`src/rtl/sysid_verify_pkg.sv`:
```
// sysid_verify_pkg: shared state encodings and register map for the sysid boot checker
package sysid_verify_pkg;
  localparam logic [2:0] IDLE  = 3'd0;
  localparam logic [2:0] RD_ID = 3'd1;
  localparam logic [2:0] RD_TS = 3'd2;
  localparam logic [2:0] CHECK = 3'd3;
  localparam logic [2:0] DONE  = 3'd4;
  localparam logic [1:0] ADDR_STATUS = 2'd0;
  localparam logic [1:0] ADDR_CAP_ID = 2'd1;
  localparam logic [1:0] ADDR_CAP_TS = 2'd2;
  localparam logic [1:0] ADDR_CTRL   = 2'd3;
  localparam int ST_DONE    = 0;
  localparam int ST_PASS    = 1;
  localparam int ST_ID_MIS  = 2;
  localparam int ST_TS_MIS  = 3;
  localparam int ST_TIMEOUT = 4;
  localparam int ST_BUSY    = 5;
endpackage

```
`src/rtl/sysid_verify_ctrl_if.sv`:
```
// sysid_verify_ctrl_if: Avalon-MM bus bundle used for both the sysid master and status slave sides
interface sysid_verify_ctrl_if #(parameter int AW = 1);
  logic [AW-1:0] address;
  logic          read;
  logic          write;
  logic [31:0]   writedata;
  logic [31:0]   readdata;
  logic          waitrequest;
  modport master (output address, read, write, writedata, input readdata, waitrequest);
  modport slave  (input address, read, write, writedata, output readdata, waitrequest);
endinterface

```
`src/rtl/sysid_verify_ctrl.sv`:
```
// sysid_verify_ctrl: reads sysid words 0/1 after boot, compares against expected values, reports status
module sysid_verify_ctrl
  import sysid_verify_pkg::*;
#(
  parameter logic [31:0] EXPECTED_ID    = 32'd0,
  parameter logic [31:0] EXPECTED_TS    = 32'd1457892667,
  parameter int          TIMEOUT_CYCLES = 255,
  parameter bit          AUTO_START     = 1'b1
) (
  input  logic                clock,
  input  logic                reset_n,
  sysid_verify_ctrl_if.master m,
  sysid_verify_ctrl_if.slave  s,
  output logic                done,
  output logic                pass
);
  logic [2:0]  state;
  logic [15:0] cnt;
  logic [31:0] cap_id, cap_ts, status;
  logic id_mis, ts_mis, timeout, auto_pend;
  logic busy, start, stall, accept, expire;
  logic unused_s;
  assign busy   = state == RD_ID || state == RD_TS || state == CHECK;
  assign start  = !busy && (auto_pend || (s.write && s.address == ADDR_CTRL && s.writedata[0]));
  assign stall  = m.read && m.waitrequest;
  assign accept = m.read && !m.waitrequest;
  assign expire = stall && cnt == 16'(TIMEOUT_CYCLES - 1);
  // Read strobe decoded from state so it drops the instant reset asserts
  assign m.read      = state == RD_ID || state == RD_TS;
  assign m.address   = state == RD_TS;
  assign m.write     = 1'b0;
  assign m.writedata = '0;
  assign s.waitrequest = 1'b0;
  assign unused_s = &{1'b0, s.read, s.writedata[31:1]};
  always_comb begin
    status             = '0;
    status[ST_DONE]    = done;
    status[ST_PASS]    = pass;
    status[ST_ID_MIS]  = id_mis;
    status[ST_TS_MIS]  = ts_mis;
    status[ST_TIMEOUT] = timeout;
    status[ST_BUSY]    = busy;
    s.readdata = s.address == ADDR_STATUS ? status :
                 s.address == ADDR_CAP_ID ? cap_id :
                 s.address == ADDR_CAP_TS ? cap_ts : '0;
  end
  always_ff @(posedge clock or negedge reset_n) begin
    if (!reset_n) begin
      state     <= IDLE;
      cnt       <= '0;
      cap_id    <= '0;
      cap_ts    <= '0;
      done      <= 1'b0;
      pass      <= 1'b0;
      id_mis    <= 1'b0;
      ts_mis    <= 1'b0;
      timeout   <= 1'b0;
      auto_pend <= AUTO_START;
    end else begin
      auto_pend <= 1'b0;
      if (start) begin
        state   <= RD_ID;
        cnt     <= '0;
        done    <= 1'b0;
        pass    <= 1'b0;
        id_mis  <= 1'b0;
        ts_mis  <= 1'b0;
        timeout <= 1'b0;
      end else if (expire) begin
        state   <= DONE;
        timeout <= 1'b1;
        done    <= 1'b1;
        pass    <= 1'b0;
      end else if (accept) begin
        cnt <= '0;
        if (state == RD_ID) begin
          cap_id <= m.readdata;
          state  <= RD_TS;
        end else begin
          cap_ts <= m.readdata;
          state  <= CHECK;
        end
      end else if (stall) begin
        cnt <= cnt + 16'd1;
      end else if (state == CHECK) begin
        id_mis <= cap_id != EXPECTED_ID;
        ts_mis <= cap_ts != EXPECTED_TS;
        pass   <= cap_id == EXPECTED_ID && cap_ts == EXPECTED_TS;
        done   <= 1'b1;
        state  <= DONE;
      end
    end
  end
endmodule

```
`src/flat_wrapper.sv`:
```
// flat-port wrapper written by rule: the top's interface ports become plain ports
module sysid_verify_ctrl_flat import sysid_verify_pkg::*;
#(
  parameter logic [31:0] EXPECTED_ID    = 32'd0,
  parameter logic [31:0] EXPECTED_TS    = 32'd1457892667,
  parameter int          TIMEOUT_CYCLES = 255,
  parameter bit          AUTO_START     = 1'b1
)
  (clock, reset_n, done, pass, m_address, m_read, m_write, m_writedata, m_readdata, m_waitrequest, s_address, s_read, s_write, s_writedata, s_readdata, s_waitrequest);
  sysid_verify_ctrl_if #(.AW(1)) m_i ();
  sysid_verify_ctrl_if #(.AW(2)) s_i ();
  input  logic clock;
  input  logic reset_n;
  output logic done;
  output logic pass;
  output wire logic [$bits(m_i.address)-1:0] m_address;
  output wire logic [$bits(m_i.read)-1:0] m_read;
  output wire logic [$bits(m_i.write)-1:0] m_write;
  output wire logic [$bits(m_i.writedata)-1:0] m_writedata;
  input wire logic [$bits(m_i.readdata)-1:0] m_readdata;
  input wire logic [$bits(m_i.waitrequest)-1:0] m_waitrequest;
  input wire logic [$bits(s_i.address)-1:0] s_address;
  input wire logic [$bits(s_i.read)-1:0] s_read;
  input wire logic [$bits(s_i.write)-1:0] s_write;
  input wire logic [$bits(s_i.writedata)-1:0] s_writedata;
  output wire logic [$bits(s_i.readdata)-1:0] s_readdata;
  output wire logic [$bits(s_i.waitrequest)-1:0] s_waitrequest;
  assign m_address = m_i.address;
  assign m_read = m_i.read;
  assign m_write = m_i.write;
  assign m_writedata = m_i.writedata;
  assign m_i.readdata = m_readdata;
  assign m_i.waitrequest = m_waitrequest;
  assign s_i.address = s_address;
  assign s_i.read = s_read;
  assign s_i.write = s_write;
  assign s_i.writedata = s_writedata;
  assign s_readdata = s_i.readdata;
  assign s_waitrequest = s_i.waitrequest;
  sysid_verify_ctrl #(.EXPECTED_ID(EXPECTED_ID), .EXPECTED_TS(EXPECTED_TS), .TIMEOUT_CYCLES(TIMEOUT_CYCLES), .AUTO_START(AUTO_START)) u_core (.clock(clock), .reset_n(reset_n), .m(m_i), .s(s_i), .done(done), .pass(pass));
endmodule
```
`config.mk`:
```
export PLATFORM = sky130hd
export DESIGN_NAME = sysid_verify_ctrl_flat
export DESIGN_NICKNAME = d
export VERILOG_FILES = /design/src/rtl/sysid_verify_pkg.sv /design/src/rtl/sysid_verify_ctrl_if.sv /design/src/rtl/sysid_verify_ctrl.sv /design/src/flat_wrapper.sv
export SDC_FILE = /design/constraint.sdc
export NUM_CORES = 1
export LEC_CHECK = 0
export CAP_MARGIN = 10
export CORE_ASPECT_RATIO = 1.75
export CORE_MARGIN = 1
export CORE_UTILIZATION = 49
export CTS_BUF_LIST = sky130_fd_sc_hd__clkbuf_8
export DETAILED_ROUTE_END_ITERATION = 10
export PLACE_DENSITY_LB_ADDON = 0.05
export SYNTH_ARGS = -nofsm -noshare
export SYNTH_HDL_FRONTEND = slang
export SYNTH_SLANG_ARGS = --single-unit
```
`constraint.sdc`:
```
create_clock -name clock -period 2.5 [get_ports clock]
set_input_delay 0.25 -clock clock [delete_from_list [all_inputs] [get_ports clock]]
set_output_delay 0.25 -clock clock [all_outputs]
set_load 0.005 [all_outputs]
```
Word-level counts from Yosys, hierarchy flattened
Index checks and enable logic that the tools add are counted.
Widths: inputs -> output; s select.
- bits of input ports: 71
- output and inout bits: 70
- bits in registers: 89
- word-level logic and storage cells: 90
- bitwise operators: 3
- $add $sub $neg: 1
- multiplexer cells: 35
- reductions and logical operators: 26
- equal/unequal tests: 15
- operators by type and width (cell ; number):
    $mux 32 ; 3
    $mux 16 ; 4
    $eq 32x31->1 const B ; 1
    $logic_not 32->1 ; 1
    $ne 32x31->1 const B ; 1
    $reduce_bool 32->1 ; 1
    $mux 1 ; 23
    $add 16x1->16 const B ; 1
    $eq 16x8->1 const B ; 1
    $mux 3 ; 5
    $reduce_and 4->1 ; 3
    $logic_and 1x1->1 ; 7
    $eq 3x2->1 const B ; 2
    $ne 2x1->1 const B ; 3
    $ne 3x2->1 const B ; 2
    $reduce_bool 3->1 ; 2
    $eq 2x2->1 const B ; 2
    $ne 4x3->1 const B ; 1
    $reduce_and 2->1 ; 2
    $reduce_bool 2->1 ; 2
    $reduce_bool 4->1 ; 1
    $eq 3x1->1 const B ; 1
    $logic_or 1x1->1 ; 3
    $not 1->1 ; 3
    other kinds (4) ; 5

Depth between registers and ports, before layout
Gate-level depths: netlist (run 1).
- depth after elaboration: 7
- mapped depth: 8
- gate-level depth less buffers: 6

Worst setup path before layout (run 1)
OpenSTA, ideal clock, no wires.
- kind: flip-flop to flip-flop
- from: reg u_core.cnt[0]
- to: reg u_core.state[1]
- stages on the path, launching flop included: 9
- slack: 741 ps
- path buffers: 2
- period minus slack after synthesis: 1759 ps
- required time: 2376 ps
- library setup time: 124 ps
- arrival: 1635 ps
- cells stage by stage: dfrtp_1 -> inv_1 -> ha_1 -> nor4b_2 -> and4_4 -> buf_6 -> buf_6 -> nand2_1 -> a211o_1
- longest elaborated chain between the ends: 4
- elaborated cells between the ends (all ways): 7
- those cells by class: eq/ne (2); mux (2); reduce/logical (3)
- RTL lines (what ; line ; RTL):
    start: declaration ; sysid_verify_ctrl.sv:18 ; logic [15:0] cnt;
    start signal: assignment ; sysid_verify_ctrl.sv:84 ; cnt <= cnt + 16'd1;
    $eq 16x8->1 * ; sysid_verify_ctrl.sv:27 ; assign expire = stall && cnt == 16'(TIMEOUT_CYCLES - 1);
    $logic_and 1x1->1 * ; sysid_verify_ctrl.sv:27 ;
    $ne 4x3->1 (no line), or another cell as far along ; -- ;
    $reduce_and 2->1 (no line) / $mux 3 (equally long branches) ; -- ;
    end signal: assignment ; sysid_verify_ctrl.sv:49 ; state <= IDLE;
    end signal: assignment ; sysid_verify_ctrl.sv:62 ; state <= RD_ID;
    end signal: assignment ; sysid_verify_ctrl.sv:70 ; state <= DONE;
    end: declaration ; sysid_verify_ctrl.sv:17 ; logic [2:0] state;
Every way passes the cells marked *; elsewhere a longest branch is shown, timed or not.
A chain may end at the register's enable or synchronous reset.

Worst setup path after layout (run 1)
- from: reg u_core.state[1]
- to: out m_read
- longest elaborated chain between the ends: 2
- elaborated cells between the ends (all ways): 3
- those cells by class: eq/ne (2); reduce/logical (1)
- RTL lines (what ; line ; RTL):
    $eq 3x1->1 / $eq 3x2->1 (equally long branches) ; sysid_verify_ctrl.sv:29 ; assign m.read = state == RD_ID || state == RD_TS;
    $logic_or 1x1->1 * ; sysid_verify_ctrl.sv:29 ;
    end: declaration ; flat_wrapper.sv:17 ; output wire logic [$bits(m_i.read)-1:0] m_read;
Marked as above.

==> qor.yml, run 1 <==
run_status:
  run_status: "complete, no violations"
flow_run:
  cap_violations: 0
clock_tree:
  max-clock-path-buffers: 2
  cts.sinks: 89
  cts_setup_buffers: 0
  cts_max_level: 3
  path_clk_slew_ns: 0.09
  root_buffer: "clkbuf_8"
  insertion_delay_ns: 0.37
  cts_tree: "built"
  cts_inserted_buffers: 9
critical_path:
  cp_slowest_cell: "clkdlybuf4s50_1"
  worst_setup_path_start_kind: "register"
  cp_data_required_time_ns: 2.25
  critPathKind: "reg2out"
  crit_chain: "xor2_4, nand2_1, inv_1, clkdlybuf4s50_1"
  crit_path_end_kind: "output port"
  worst-path-max-fanout: 11
  critical_path.max_stage_delay_ns: 0.53
  cp.arrival_ns: 2.11
synth:
  ys_types: 54
  synth-seq-cells: 89
  synth_xor_area_share_pct: 0.777
  yosys.area.top_type_share_pct: 47.2
  synth-async-reset-ratio_pct: 100
  synthTopCellsByArea: "dfrtp_1, mux2_2, buf_4"
  synth_edf_count: 0
  synth_compound_area_share_pct: 12.0
  synth_top_family_by_area: "multiplexers"
  synth_adder_area_share_pct: 0.536
  syn_inst: 396
  ys.flop_type: "dfrtp_1"
  yosysSeqAreaShare_pct: 47.7
  ys_warn_count: 0
  synthMuxAreaShare_pct: 17.0
  yosys.area.top_type: "dfrtp_1"
  syn-cell-area_sq_mm: 0.00467
  synthSimpleGateAreaFrac_pct: 13.1
  syn_area_per_cell_sq_um: 11.8
timing:
  worst_slack_ns: 0.138
  max_clock_freq_mhz: 423
  finalSetupViolCount: 0
  worstMarginPinSlew_ns: 0.524
  skew_ns: 0.00797
  fin_crit_ns: 2.36
  slew_headroom_pct: 64.6
  slew_viol_final: 0
  tns_ns: 0
  min_period_over_period_pct: 94.5
  rsz0062_at_grt: "no"
  hold_viol_final: 0
  whs_ns: 0.314
final_layout:
  layout.nets: 541
  layout_common_cells: "dfrtp_1, clkdlybuf4s50_1, mux2_2, conb_1, a22o_1"
  final_cells: 593
  n_antenna_cell: 0
  mostFrequentLayoutCell: "dfrtp_1"
  final_util_pct: 61.6
  syn2layout_area_growth_pct: 20.8
  final_area_sq_mm: 0.00564
  drive_above_1_share_pct: 22.6
placed_design:
  pre_cts_slack_ns: 0.285
  place.gp.congestion: 0.827
  hpwl_mm: 7.99
  place_inst: 576
  placed_cell_area_sq_mm: 0.00545
  io_buffers: 74
power_and_ir_drop:
  ir_drop_mv: 0.558
  total_power_mw: 5.54
  powerDensity_mw_per_mm2: 983
  leakagePower_nw: 2.33
die:
  chipWidth_microns: 75.8
  coreArea_sq_mm: 0.00915
  ios: 141
  floorplan.die_area_sq_mm: 0.00993
  die_y_microns: 131
  start_util_pct: 51.0
  rows: 46
global_route:
  grt_pass1_wl_mm: 18.1
  track_usage_pct: 24.4
  grt-ovfl-total: 0
  grt_start_max_net_pins: 46
  antenna_found_initial: 0
  first_global_vias: 3586
route:
  ant_nets: 0
  wl_met3_microns: 488
  drtIter0Drc: 149
  viasPerCell: 5.76
  wirelength_mm: 11.1
  dr.max_layer_used: "met4"
  num_vias: 3417
  dr.pass1.iters: 4
  wl_met1_mm: 4.08
  route.met2.wl_mm: 6.26
  drt_drc_violations_left: 0
  wl_per_cell_microns: 18.7
hold_path:
  hp-class: "in2async"
==> per-layer routing <==
metal | GRT usage, % | up-vias
met5 | 0 | -
met4 | 9.57 | 0
met3 | 5.67 | 19
met2 | 43.4 | 94
met1 | 26.6 | 1723
li1 | - | 1581
==> repair_timing <==
action | in CTS | in global routing
hold buffers | 1 | 0
endpoints found under the setup margin | 0 | 2
endpoints found under the hold margin | 19 | 0
gates resized for setup | 0 | 2
==> cell families after synthesis <==
logic type                 Yosys count
muxes                               71
and+or+nand+nor                     96
xor gates and xnor gates             2
adders and majority gates            2
buffers and inverters               63
DFF                                 89
AOI/OAI and AO/OA                   72
other                                1
==> final timing paths <==
check                           depth (start not counted)                             to  slack (ns)                   startpoint
min in group clock                                      2  u_core.cap_ts[17]$_DFFE_PN0P_        0.51               m_readdata[17]
worst max-delay path                                    4                         m_read        0.14  u_core.state[1]$_DFFE_PN0P_
worst max register to register                          6     u_core.cnt[15]$_DFFE_PN0P_        0.51    u_core.cnt[0]$_DFFE_PN0P_
worst min-delay path                                    2    u_core.state[1]$_DFFE_PN0P_        0.31                      reset_n
max in group asynchronous                               3  u_core.cap_ts[10]$_DFFE_PN0P_        1.57                      reset_n
worst min register to register                          2      u_core.id_mis$_DFFE_PN0P_        0.52    u_core.id_mis$_DFFE_PN0P_
==> final cells by class <==
| class | count | area, sq um |
|---|---|---|
| Fill cell | 766 | 3510 |
| Multi-Input combinational cell | 278 | 2180 |
| Clock inverter | 6 | 41.3 |
| Clock buffer | 10 | 138 |
| Tap cell | 120 | 150 |
| Timing Repair Buffer | 84 | 878 |
| Inverter | 6 | 22.5 |
| Sequential cell | 89 | 2230 |
==> critical path: cells and delay by family, from the launching register on <==
family / cells / cell delay [ns]
buffers and inverters: 2 / 0.76
and+or+nand+nor: 1 / 0.24
DFF: 1 / 0.51
xor gates and xnor gates: 1 / 0.24
==> flip-flops by register name, indices dropped and copies added, names as in the netlist <==
| register | cells |
|---|---|
| u_core.done | 1 |
| u_core.id_mis | 1 |
| u_core.cnt | 16 |
| u_core.state | 3 |
| u_core.pass | 1 |
| u_core.timeout | 1 |
| u_core.cap_ts | 32 |
| u_core.auto_pend | 1 |
| u_core.cap_id | 32 |
| u_core.ts_mis | 1 |
==> Yosys cell counts (all sizes together), types with 2 or more instances <==
library cell  count
mux2             65
o21ai             9
nor2              7
nor4bb            2
mux2i             6
buf              48
o41ai             3
nand2            15
a221o             6
ha                2
nand4            10
and4              3
nand3            13
and2              3
nor4b             3
a21oi            11
o21bai            2
inv               6
and3              2
nand4b            3
a22o             27
o31ai             6
nor3              8
nor2b             2
clkbuf            9
dfrtp            88
or4               7
and4b             2
nor4             12
nand2b            2
==> report_power, final <==
group	switching, mW	total (mW)	internal [mW]	leakage (nW)
combinational	0.833	2.03	1.20	1.14
sequential	0.546	2.59	2.04	1.10
clock	0.533	0.925	0.392	0.0968
No activity file was read; power rests on OpenSTA's default activity.
==> run 2: changes to the inputs <==
Settings changed: CAP_MARGIN 10 to 20.
==> results of run 2 <==
Final layout, timing and power as in run 1 (identical DEF).
==> variant: new RTL, flow settings as in run 1 <==
The parameter `AW` goes from 2 to 4.
--- a/src/flat_wrapper.sv
+++ b/src/flat_wrapper.sv
@@ -10,3 +10,3 @@
   sysid_verify_ctrl_if #(.AW(1)) m_i ();
-  sysid_verify_ctrl_if #(.AW(2)) s_i ();
+  sysid_verify_ctrl_if #(.AW(4)) s_i ();
   input  logic clock;
Ports: changed (resized s_address); port bits go from 141 to 143. No check against the original RTL was run, so the function may have changed too.
==> variant against run 1 <==
Wire length grew 2.6%; power grew 2.5%; worst setup slack lost 0.072 ns; first-iteration DRC count grew 48%; synthesized area shrank 1.8%; register-to-register slack lost 0.03 ns; fmax shrank 3.0%; cell area grew 2.2%; worst hold slack gained 0.13 ns; synthesized cell count grew 6.3%; sequential cell count is the same; highest routed layer unchanged.
==> variant: results (changes against run 1) <==
vias in the first global route=3554 (was 3586); Setup WS pre-CTS=-0.00522 ns (was 0.285 ns); DRT Pass-1 Iters=5 (was 4); r2r endpoint=u_core.cnt[6] (was u_core.cnt[15]); Final period util=97.4% (was 94.5%); hold slack=0.445 ns (was 0.314 ns); met1 Use GR=27.7% (was 26.6%); ratio of cells with drive above 1 in the final layout=21.6% (was 22.6%); DR iter-0 viols=221 (was 149); global-route wire length before repair=17.6 mm (was 18.1 mm); VDD IR max=602 uV (was 558 uV); status=complete, no violations (unchanged); DR vias=3507 (was 3417); CP Max Fanout=16 (was 11); FF+latch area=2230 um2 (about the same); Lkg Pwr=2.42 nW (was 2.33 nW); Post-DP Area=5460 um2 (was 5450 um2); largest net degree at the start of global routing=52 (was 46); Non-clock buffer share=17.2% (was 15.6%); placed cells=609 (was 576); mux cell area share after synthesis=15.9% (was 17.0%); Final #Nets=579 (was 541); Setup crit end=s_readdata[7] (was m_read); GR Util met3=4.32% (was 5.67%); launch point of the worst reg-to-reg path=u_core.state[1] (was u_core.cnt[0]); clock skew=0.00869 ns (was 0.00797 ns); synth unique cells=56 (was 54); clk tree area frac=3.95% (was 3.17%); Critical Path AT=2.18 ns (was 2.11 ns); Compound-Gate Fraction of Synth Area=11.4% (was 12.0%); WL met2=6.17 mm (was 6.26 mm); adder-cell share of the synthesized area=0.546% (was 0.536%); WL per Instance=18.1 um (was 18.7 um); Synth area leaders=dfrtp_1, mux2_2, buf_4 (unchanged); register-to-register setup slack=0.48 ns (was 0.51 ns); Buffers, non-clock=93 (was 84); multi-input combinational area share=37.2% (was 38.6%); die width=75.1 um (was 75.8 um); post-route cell area=5760 um2 (was 5640 um2); port bufs=76 (was 74); max incr delay on CP=0.51 ns (was 0.53 ns); #MultiIn Comb=305 (was 278)
==> variant: cell types whose count changed after synthesis, sizes merged, moves of 4 or more <==
cell / delta
nor2: +36
a22oi: +26
a22o: -25
or4: -7
a221o: -6
o31ai: -6
a31oi: +5
buf: -5
mux2i: -5
nand3: -5
a21oi: +4
nand2: +4
==> variant: worst register-to-register path, cell delays in order (launching register included) <==
cell	delay, ns
dfrtp_1	0.46
xnor2_1	0.15
or2_0	0.24
buf_4	0.19
nor3_4	0.51
a41oi_1	0.22
a31oi_1	0.18
==> variant: power by group <==
part	leakage (nW)	internal, mW	switching [mW]
registers	1.09	2.07	0.547
logic	1.21	1.10	0.839
clock network	0.113	0.594	0.534
total	2.42	3.76	1.92
==> variant: what timing repair did <==
action                                  CTS  global route
setup buffers                             0             1
resized for setup                         1             4
pin swaps                                 0             2
endpoints found under the setup margin    1             3
gates cloned                              0             2
hold buffers                              1             0
hold endpoints to repair                 50             0
